[config.mk]
export PLATFORM = sky130hd
export DESIGN_NAME = sdram_wr_drain
export DESIGN_NICKNAME = d
export VERILOG_FILES = /design/src/rtl/sdram_pkg.sv /design/src/rtl/sdram_wr_addr_gen.sv /design/src/rtl/sdram_wr_drain.sv
export SDC_FILE = /design/constraint.sdc
export NUM_CORES = 1
export LEC_CHECK = 0
export ABC_AREA = 1
export CORE_UTILIZATION = 35
export CTS_CLUSTER_DIAMETER = 30
export DETAILED_ROUTE_END_ITERATION = 10
export PLACE_DENSITY_LB_ADDON = 0.3
export SETUP_SLACK_MARGIN = 0.02
export SLEW_MARGIN = 5
export SYNTH_ARGS = -nofsm -noshare
export SYNTH_HDL_FRONTEND = slang
export SYNTH_HIERARCHICAL = 1
export SYNTH_SLANG_ARGS = --single-unit
[constraint.sdc]
create_clock -name clk -period 1.96 [get_ports clk]
set_clock_uncertainty 0.15 [all_clocks]
set_input_delay 0.294 -clock clk [delete_from_list [all_inputs] [get_ports clk]]
set_output_delay 0.294 -clock clk [all_outputs]
set_load 0.05 [all_outputs]
[src/rtl/sdram_pkg.sv]
// ---------------------------------------------------------------------------
// sdram_pkg
//   Shared definitions for the SDRAM write-drain path.
//   - wr_state_t     : drain FSM state encoding (IDLE / REQ / DATA)
//   - DEF_BURST_LEN  : default beats per write burst
//   - DEF_REGION_WORDS : default circular region size in words
//   - DQM_MASKED     : DQM level that suppresses a beat
//   - cnt_w()        : counter width helper that never returns 0
// ---------------------------------------------------------------------------
package sdram_pkg;

  typedef enum logic [1:0] {
    ST_IDLE = 2'd0,
    ST_REQ  = 2'd1,
    ST_DATA = 2'd2
  } wr_state_t;

  localparam int DEF_BURST_LEN    = 4;
  localparam int DEF_REGION_WORDS = 256;

  localparam logic DQM_MASKED = 1'b1;

  // Width needed to count 0..n-1; a single bit when n is 1 so that
  // counters never collapse to zero-width vectors.
  function automatic int cnt_w(input int n);
    return (n > 1) ? $clog2(n) : 1;
  endfunction

endpackage

[src/rtl/sdram_wr_addr_gen.sv]
// ---------------------------------------------------------------------------
// sdram_wr_addr_gen
//   Burst start-address generator for the write-drain path. Holds the
//   current burst address and the region base, advances by one burst after
//   every completed burst and wraps back to the base at the region end.
//   A base load while a burst is in flight is parked and applied when the
//   burst completes, taking priority over the normal advance.
//
// Ports:
//   clk        in   clock, posedge
//   rst_n      in   asynchronous active-low reset
//   cfg_base   in   [ADDR_W] new region base
//   cfg_load   in   one-cycle pulse loading cfg_base
//   in_idle    in   drain FSM is in IDLE (load may apply at once)
//   burst_done in   final beat of a burst; next cycle is IDLE
//   wr_addr    out  [ADDR_W] current burst start address
// ---------------------------------------------------------------------------
module sdram_wr_addr_gen
  import sdram_pkg::*;
#(
  parameter int ADDR_W       = 12,
  parameter int BURST_LEN    = DEF_BURST_LEN,
  parameter int REGION_WORDS = DEF_REGION_WORDS
) (
  input  logic              clk,
  input  logic              rst_n,
  input  logic [ADDR_W-1:0] cfg_base,
  input  logic              cfg_load,
  input  logic              in_idle,
  input  logic              burst_done,
  output logic [ADDR_W-1:0] wr_addr
);

  // Both constants are taken modulo 2^ADDR_W, matching the address math.
  localparam logic [ADDR_W-1:0] STEP = ADDR_W'(BURST_LEN);
  localparam logic [ADDR_W-1:0] SPAN = ADDR_W'(REGION_WORDS);

  logic [ADDR_W-1:0] base_q;
  logic [ADDR_W-1:0] pend_base_q;
  logic              pend_q;
  logic [ADDR_W-1:0] addr_inc;
  logic [ADDR_W-1:0] region_end;

  assign addr_inc   = wr_addr + STEP;
  assign region_end = base_q + SPAN;

  always_ff @(posedge clk or negedge rst_n) begin
    if (!rst_n) begin
      wr_addr     <= '0;
      base_q      <= '0;
      pend_base_q <= '0;
      pend_q      <= 1'b0;
    end else if (burst_done) begin
      // IDLE-entry cycle: a load (parked earlier or arriving right now)
      // replaces the post-burst advance entirely.
      pend_q <= 1'b0;
      if (cfg_load) begin
        base_q  <= cfg_base;
        wr_addr <= cfg_base;
      end else if (pend_q) begin
        base_q  <= pend_base_q;
        wr_addr <= pend_base_q;
      end else if (addr_inc == region_end) begin
        wr_addr <= base_q;
      end else begin
        wr_addr <= addr_inc;
      end
    end else if (cfg_load) begin
      if (in_idle) begin
        base_q  <= cfg_base;
        wr_addr <= cfg_base;
      end else begin
        // Keep wr_addr stable for the request/burst in progress.
        pend_q      <= 1'b1;
        pend_base_q <= cfg_base;
      end
    end
  end

endmodule

[src/rtl/sdram_wr_drain.sv]
// ---------------------------------------------------------------------------
// sdram_wr_drain
//   Drains the write-data FIFO into fixed-length SDRAM write bursts. Waits
//   for the FIFO to stay non-empty for HOLDOFF cycles, requests a burst slot,
//   and on grant pops one word per beat. Beats for which no word could be
//   popped (FIFO ran dry) are sent with DQM asserted and zero data.
//
// Handshake: req is held high with a stable wr_addr until a single-cycle
//   gnt; the WRITE is issued in the gnt cycle and beats follow on the next
//   BURST_LEN cycles with no backpressure. gnt outside REQ is ignored.
//
// Ports:
//   clk, rst_n              clock (posedge), async active-low reset
//   fifo_empty              in   FIFO empty flag
//   fifo_rd_data [WIDTH]    in   FIFO registered read data
//   fifo_rd_en              out  pop strobe (never while fifo_empty)
//   cfg_base [ADDR_W]       in   region base
//   cfg_load                in   load pulse for cfg_base
//   req                     out  burst request
//   gnt                     in   burst grant (one cycle)
//   wr_addr [ADDR_W]        out  burst start address
//   wr_valid                out  beat valid
//   wr_data [WIDTH]         out  beat data
//   wr_dqm                  out  beat masked
//   wr_last                 out  final beat of burst
//   busy                    out  FSM not in IDLE
//   dbg_state               out  current FSM state
// ---------------------------------------------------------------------------
module sdram_wr_drain
  import sdram_pkg::*;
#(
  parameter int WIDTH        = 8,
  parameter int ADDR_W       = 12,
  parameter int BURST_LEN    = DEF_BURST_LEN,
  parameter int REGION_WORDS = DEF_REGION_WORDS,
  parameter int HOLDOFF      = 8
) (
  input  logic              clk,
  input  logic              rst_n,
  input  logic              fifo_empty,
  input  logic [WIDTH-1:0]  fifo_rd_data,
  output logic              fifo_rd_en,
  input  logic [ADDR_W-1:0] cfg_base,
  input  logic              cfg_load,
  output logic              req,
  input  logic              gnt,
  output logic [ADDR_W-1:0] wr_addr,
  output logic              wr_valid,
  output logic [WIDTH-1:0]  wr_data,
  output logic              wr_dqm,
  output logic              wr_last,
  output logic              busy,
  output wr_state_t         dbg_state
);

  localparam int BW = cnt_w(BURST_LEN);
  localparam int HW = cnt_w(HOLDOFF);

  localparam logic [BW-1:0] LAST_BEAT = BW'(BURST_LEN - 1);
  localparam logic [HW-1:0] HOLD_LAST = HW'(HOLDOFF - 1);

  wr_state_t     state;
  logic [HW-1:0] hold_cnt;
  logic [BW-1:0] beat_cnt;
  logic [BW-1:0] beat_nxt;
  logic          req_q;
  logic          busy_q;
  logic          valid_q;
  logic          last_q;
  logic          popped;
  logic          pop;
  logic          burst_done;

  assign beat_nxt   = beat_cnt + 1'b1;
  assign burst_done = (state == ST_DATA) && (beat_cnt == LAST_BEAT);

  // Grant cycle fetches beat 0; DATA beat k fetches beat k+1. The final
  // DATA beat has nothing left to fetch. Guarded by fifo_empty so a dry
  // FIFO is never popped.
  assign pop = !fifo_empty &&
               (((state == ST_REQ) && gnt) ||
                ((state == ST_DATA) && (beat_cnt != LAST_BEAT)));

  assign fifo_rd_en = pop;

  always_ff @(posedge clk or negedge rst_n) begin
    if (!rst_n) begin
      state    <= ST_IDLE;
      hold_cnt <= '0;
      beat_cnt <= '0;
      req_q    <= 1'b0;
      busy_q   <= 1'b0;
      valid_q  <= 1'b0;
      last_q   <= 1'b0;
    end else begin
      unique case (state)
        ST_IDLE: begin
          if (fifo_empty) begin
            hold_cnt <= '0;
          end else if (hold_cnt == HOLD_LAST) begin
            state    <= ST_REQ;
            req_q    <= 1'b1;
            busy_q   <= 1'b1;
            hold_cnt <= '0;
          end else begin
            hold_cnt <= hold_cnt + 1'b1;
          end
        end
        ST_REQ: begin
          if (gnt) begin
            state    <= ST_DATA;
            req_q    <= 1'b0;
            valid_q  <= 1'b1;
            beat_cnt <= '0;
            last_q   <= (LAST_BEAT == '0);
          end
        end
        ST_DATA: begin
          if (beat_cnt == LAST_BEAT) begin
            state    <= ST_IDLE;
            busy_q   <= 1'b0;
            valid_q  <= 1'b0;
            last_q   <= 1'b0;
            hold_cnt <= '0;
          end else begin
            beat_cnt <= beat_nxt;
            last_q   <= (beat_nxt == LAST_BEAT);
          end
        end
        default: begin
          state   <= ST_IDLE;
          req_q   <= 1'b0;
          busy_q  <= 1'b0;
          valid_q <= 1'b0;
          last_q  <= 1'b0;
        end
      endcase
    end
  end

  // Remembers whether the word on fifo_rd_data this cycle is a fresh pop.
  always_ff @(posedge clk or negedge rst_n) begin
    if (!rst_n) begin
      popped <= 1'b0;
    end else begin
      popped <= pop;
    end
  end

  assign req       = req_q;
  assign busy      = busy_q;
  assign wr_valid  = valid_q;
  assign wr_last   = last_q;
  assign dbg_state = state;

  // FIFO output register is the timing source; data passes straight through.
  assign wr_data = popped ? fifo_rd_data : '0;
  assign wr_dqm  = valid_q & (popped ? ~DQM_MASKED : DQM_MASKED);

  sdram_wr_addr_gen #(
    .ADDR_W       (ADDR_W),
    .BURST_LEN    (BURST_LEN),
    .REGION_WORDS (REGION_WORDS)
  ) u_addr_gen (
    .clk        (clk),
    .rst_n      (rst_n),
    .cfg_base   (cfg_base),
    .cfg_load   (cfg_load),
    .in_idle    (state == ST_IDLE),
    .burst_done (burst_done),
    .wr_addr    (wr_addr)
  );

endmodule

# Word level (Yosys, flattened, before mapping)
# Index checks and enable logic that the tools add are counted.
totals:
  out_inout_bits: 28
  ff_bits: 49
  wordCells: 93
classes:
  muxes: 36
  eq_ne: 13
  addsub: 4
  bitwise: 5
  n_reduce_logical: 23
ops:
  columns: ["cell", "n"]
  rows:
  - ["two-way mux 12 bit", 9]
  - ["adder 12 x 3 -> 12 bit (second input constant)", 1]
  - ["adder 12 x 9 -> 12 bit (second input constant)", 1]
  - ["== test 12 bit", 1]
  - ["two-way mux 2 bit", 6]
  - ["!= test 2 bit (second input constant)", 6]
  - ["one-hot mux 1 bit (3 select lines)", 4]
  - ["AND reduction 3 bit", 4]
  - ["AND reduction 4 bit", 3]
  - ["two-way mux 1 bit", 10]
  - ["nonzero test 2 bit", 5]
  - ["two-way mux 3 bit", 3]
  - ["two-way mux 8 bit", 1]
  - ["AND reduction 2 bit", 4]
  - ["== test 2 bit (second input constant)", 3]
  - ["one-hot mux 2 bit (3 select lines)", 1]
  - ["one-hot mux 3 bit (2 select lines)", 1]
  - ["logical AND 1 bit", 4]
  - ["NOT 1 bit", 4]
  - ["one-hot mux 2 bit (2 select lines)", 1]
  - ["adder 3 x 1 -> 3 bit (second input constant)", 1]
  - ["== test 3 bit (second input constant)", 1]
  - ["adder 2 x 1 -> 2 bit (second input constant)", 1]
  - ["== test 2 x 1 -> 1 bit (second input constant)", 1]
  - ["other kinds (5)", 5]

# Depth between registers and ports, before layout
logic_depth:
  word_depth: 6
  depth_mapped: 15
  mapped_depth_nobuf: 15

# By module
# Netlist, hierarchy kept.
modules_own_cells:
  columns: ["mod", "area_per_inst_um2", "seq_area_each_um2", "cells_each", "n_inst"]
  rows:
  - ["sdram_wr_addr_gen", 2394.8, 925.9, 344, 1]
  - ["sdram_wr_drain", 649.4, 300.3, 85, 1]

# Worst setup path before layout
# OpenSTA, ideal clock, no wires.
synth_timing:
  kind: "flip-flop to flip-flop"
  startpoint: "register u_addr_gen.wr_addr[2]"
  endpoint: "register u_addr_gen.wr_addr[0]"
  t_arrival_ps: 2046
  stages_incl_launch_ff: 13
  required_ps: 1690
  path_slack_ps: -355
  cell_sequence: "dfrtp_1 > ha_1 > nand2_2 > nor2_8 > nand3_1 > nand3_1 > nand3_1 > nor2_2 > nand3_4 > a21oi_4 > inv_2 > nand2_1 > nand2_1"
synth_via:
  elab_chain_len: 6
synth_lines:
  columns: ["element", "line", "rtl"]
  rows:
  - ["start, declared", "sdram_wr_addr_gen.sv:31", "output logic [ADDR_W-1:0] wr_addr"]
  - ["start signal, assigned", "sdram_wr_addr_gen.sv:59", "wr_addr <= cfg_base;"]
  - ["start signal, assigned", "sdram_wr_addr_gen.sv:62", "wr_addr <= pend_base_q;"]
  - ["start signal, assigned", "sdram_wr_addr_gen.sv:64", "wr_addr <= base_q;"]
  - ["adder 12 x 3 -> 12 bit", "sdram_wr_addr_gen.sv:44", "assign addr_inc = wr_addr + STEP;"]
  - ["== test 12 bit", "sdram_wr_addr_gen.sv:63", "end else if (addr_inc == region_end) begin"]
  - ["two-way mux 12 bit", "sdram_wr_addr_gen.sv:63", null]
  - ["two-way mux 12 bit", "sdram_wr_addr_gen.sv:60", "end else if (pend_q) begin"]
  - ["two-way mux 12 bit", "sdram_wr_addr_gen.sv:57", "if (cfg_load) begin"]
  - ["two-way mux 12 bit", "sdram_wr_addr_gen.sv:53", "end else if (burst_done) begin"]
# Every way passes these cells.
# A chain may end at the register's enable or synchronous reset.

# Worst setup path after layout
layout_timing:
  startpoint: "register u_addr_gen.wr_addr[3]"
  endpoint: "register u_addr_gen.wr_addr[0]"
# The elaborated chain is that of the path after synthesis.

==> results.sh <==
export IMPL_postSynthAreaPerCell_um2=7.10
export IMPL_reg_to_reg_startpoint="u_addr_gen/wr_addr[3]$_DFFE_PN0P_"
export IMPL_mappedNetlistArea_um2=3040
export IMPL_cts_buffers_inserted=5
export IMPL_grt_setup_unrepaired="true"
export IMPL_grt_pass1_vias=2844
export IMPL_grt_max_degree=35
export IMPL_cp_arrival_ps=2090
export IMPL_vias_per_inst=4.83
export IMPL_status="finished with violations"
export IMPL_fin_crit_ps=2040
export IMPL_critPathTopFamily="simple AND/OR/NAND/NOR gates"
export IMPL_die_w_um=95.3
export IMPL_violated_checks="setup timing"
export IMPL_clock_sink_count=49
export IMPL_crit_path_end_kind="flop"
export IMPL_dpl_cell_area_um2=4010
export IMPL_fmax_mhz=489
export IMPL_grt_antenna_before_repair=0
export IMPL_post_dp_hpwl_um=5880
export IMPL_fillerInstances=777
export IMPL_cap_viol_max_count=0
export IMPL_first_pass_grt_wire_length_um=12800
export IMPL_timing_final_hold_violations=0
export IMPL_critPathBufInv=2
export IMPL_worst_pin_slew_ps=506
export IMPL_yosys_most_used_dff="dfrtp_1"
export IMPL_worst_slew_margin_rel_pct=66.2
export IMPL_io_buffers=52
export IMPL_setup_viol=6
export IMPL_pin_count=53
export IMPL_insertedDiodeCount=0
export IMPL_setup_reg_to_reg_worst_slack_ps=-80
export IMPL_drt_total_wl_um=7600
export IMPL_synth_seq_cells=49
export IMPL_required_ps=2000
export IMPL_crit_cells=12
export IMPL_critical_path_reg2reg_endpoint="u_addr_gen/wr_addr[0]$_DFFE_PN0P_"
export IMPL_postRouteAntennaNets=0
export IMPL_cp_startpoint="u_addr_gen/wr_addr[3]$_DFFE_PN0P_"
export IMPL_gp_congestion=0.831
export IMPL_endpoint="u_addr_gen/wr_addr[0]$_DFFE_PN0P_"
export IMPL_num_nets_final=554
export IMPL_tritoncts="done"
export IMPL_yosysSeqAreaShare_pct=40.3
export IMPL_clk_latency_ps=310
export IMPL_detail_route_drc_violations=0
export IMPL_worst_r2r_cell_count=12
export IMPL_syn_instance_count=429
export IMPL_max_stage_delay_ps=410
export IMPL_synth_most_common_cell="nand2_1"
export IMPL_initial_core_util_pct=36.7
export IMPL_placed_cells_incl_taps=605
export IMPL_number_of_max_slew_violations_in_the_final_report=0
export IMPL_design_core_area_um2=8300
export IMPL_vias=3036
export IMPL_first_iter_violations=165
export IMPL_htree_levels=2
export IMPL_synthArstFlopShare_pct=100
export IMPL_holdCritPathClass="in2async"
export IMPL_timing_critical_path_cells="buf_6 -> nand3_4 -> nor2_4 -> nand3_1 -> nand3_1 -> nand2_1 -> nor2_2 -> nand3_4 -> a21oi_4 -> inv_2 -> nand2_1 -> nand2_1"
export IMPL_layout_setup_ws_ps=-83.5
export IMPL_synth_enable_flop_cells=0
export IMPL_cts_root_buf="clkbuf_8"
export IMPL_power_per_cell_area_nw_per_um2=650
export IMPL_postLayoutCellArea_um2=4350
export IMPL_drt_wirelength_per_cell_um=12.1
export IMPL_netlist_area_leader_share_pct=40.3
export IMPL_firstDrtPassIters=4
export IMPL_worstSetupStartpointType="flop"
export IMPL_reported_leakage_power_nw=2.25
export IMPL_synthesis_nets=460
export IMPL_final_cells=628
export IMPL_synth_lib_cells_used_distinct=31
export IMPL_core_occupancy_in_the_finished_layout_pct=52.4
export IMPL_clk_transition_reported_paths_ps=100
export IMPL_max_vdd_ir_drop_v=0.000350
export IMPL_die_area_um2=9070
export IMPL_flow_area_growth_from_synthesis_pct=43.0
export IMPL_netlist_top_cells_area="dfrtp_1, nand2_1, inv_1"
export IMPL_clock_tree_buffer_depth=2
export IMPL_finalSetupTns_ps=-397
export IMPL_yosysTopAreaCell="dfrtp_1"
export IMPL_floorplan_die_height_um=95.3
export IMPL_final_period_utilization_pct=104
export IMPL_crit_path_top_delay_cell="dfrtp_2"
export IMPL_groute_usage_overall_pct=18.2
export IMPL_globalRouteOverflowTotal=0
export IMPL_placement_rows=33
export IMPL_layout_drive_gt1_share_pct=28.1
export IMPL_yosysWarnings=6
export IMPL_cp_common_cell="nand2_1"
export IMPL_ys_top_cells_by_count="nand2_1, inv_1, dfrtp_1"
export IMPL_setup_worst_path_class="reg2reg"
export IMPL_crit_fanout=7
==> logic make-up (layout without fill, tap and decap cells) <==
| family | count (synthesis) | count (layout) | synth area share [%] |
|---|---|---|---|
| and+or+nand+nor | 220 | 220 | 33.5 |
| adders and majority gates | 6 | 6 | 2.47 |
| muxes | 1 | 1 | 0.370 |
| DFF | 49 | 49 | 40.3 |
| AOI/OAI and AO/OA | 70 | 70 | 12.7 |
| xor gates and xnor gates | 3 | 3 | 0.863 |
| buffers and inverters | 80 | 174 | 9.91 |
==> worst min path at each step <==
stage | start | endpoint | cells past startpoint
floorplan | rst_n | beat_cnt[0]$_DFFE_PN0P_ | 0
global placement | rst_n | u_addr_gen/wr_addr[6]$_DFFE_PN0P_ | 1
detailed placement | rst_n | u_addr_gen/wr_addr[6]$_DFFE_PN0P_ | 1
CTS | rst_n | u_addr_gen/wr_addr[6]$_DFFE_PN0P_ | 2
global route | rst_n | u_addr_gen/wr_addr[6]$_DFFE_PN0P_ | 2
finish | rst_n | u_addr_gen/wr_addr[6]$_DFFE_PN0P_ | 2
==> power by group <==
part / internal [mW] / leakage, nW / switching, mW
sequential: 1.15 / 0.582 / 0.110
clock: 0.243 / 0.0410 / 0.328
combinational: 0.392 / 1.62 / 0.607
total: 1.79 / 2.25 / 1.04
==> per-stage QoR <==
| stage | hold WS (ps) | setup WS [ps] | power (mW) |
|---|---|---|---|
| floorplan | -152 | -80.3 | 1.87 |
| CTS | 296 | -55.3 | 2.83 |
| global route | 323 | -231 | 3.03 |
| global placement | 93.3 | -133 | 2.18 |
| finish | 276 | -83.5 | 2.83 |
| detailed placement | 89.9 | -133 | 2.21 |
==> flip-flops by register name (all words and copies together), names as in the netlist, 2 cells and up <==
name,flops
u_addr_gen/pend_base_q,12
beat_cnt,2
hold_cnt,3
u_addr_gen/wr_addr,12
dbg_state,2
u_addr_gen/base_q,12
==> layout make-up <==
cell class | instances | area, um2 | share of cell area [%]
Multi-Input combinational cell | 300 | 1660 | 38.2
Tap cell | 105 | 131 | 3.02
Clock buffer | 6 | 72.6 | 1.67
Clock inverter | 1 | 5.00 | 0.115
Timing Repair Buffer | 95 | 965 | 22.2
Inverter | 72 | 278 | 6.38
Sequential cell | 49 | 1240 | 28.4
==> timing repair <==
action | 4_1_cts | 5_1_grt
hold buffers | 1 | 0
hold endpoints to repair | 15 | 0
resized for setup | 15 | 32
cloned | 0 | 0
pin swaps | 10 | 12
setup buffers | 9 | 7
endpoints found under the setup margin | 7 | 20
==> layout by cell type (no fill, tap or decap), types with 2 or more instances in the layout <==
| master | instances |
|---|---|
| nand2_1 | 111 |
| inv_1 | 62 |
| o21ai_2 | 3 |
| dfrtp_1 | 40 |
| o21ai_0 | 29 |
| a21oi_1 | 20 |
| inv_2 | 7 |
| a21oi_4 | 2 |
| a21oi_2 | 5 |
| nor2_2 | 8 |
| clkbuf_8 | 5 |
| dfrtp_2 | 9 |
| nand3_4 | 3 |
| nor2_4 | 5 |
| xor2_1 | 3 |
| nand4_1 | 5 |
| buf_12 | 12 |
| buf_4 | 48 |
| clkdlybuf4s50_1 | 24 |
| buf_6 | 5 |
| ha_1 | 5 |
| o21ai_1 | 4 |
| nand3_2 | 9 |
| nand2_4 | 3 |
| dlymetal6s2s_1 | 3 |
| nand3b_1 | 2 |
| inv_4 | 3 |
| nand2_2 | 12 |
| nand3_1 | 31 |
| nor2_1 | 30 |
| a22oi_2 | 2 |
==> layer usage <==
metal / track usage (%) / routed length [um]
met1: 22.8 / 3370
met2: 32.1 / 3810
met3: 2.79 / 326
met4: 5.43 / 102
met5: 0 / 0
Power figures use the tool's default switching activity.
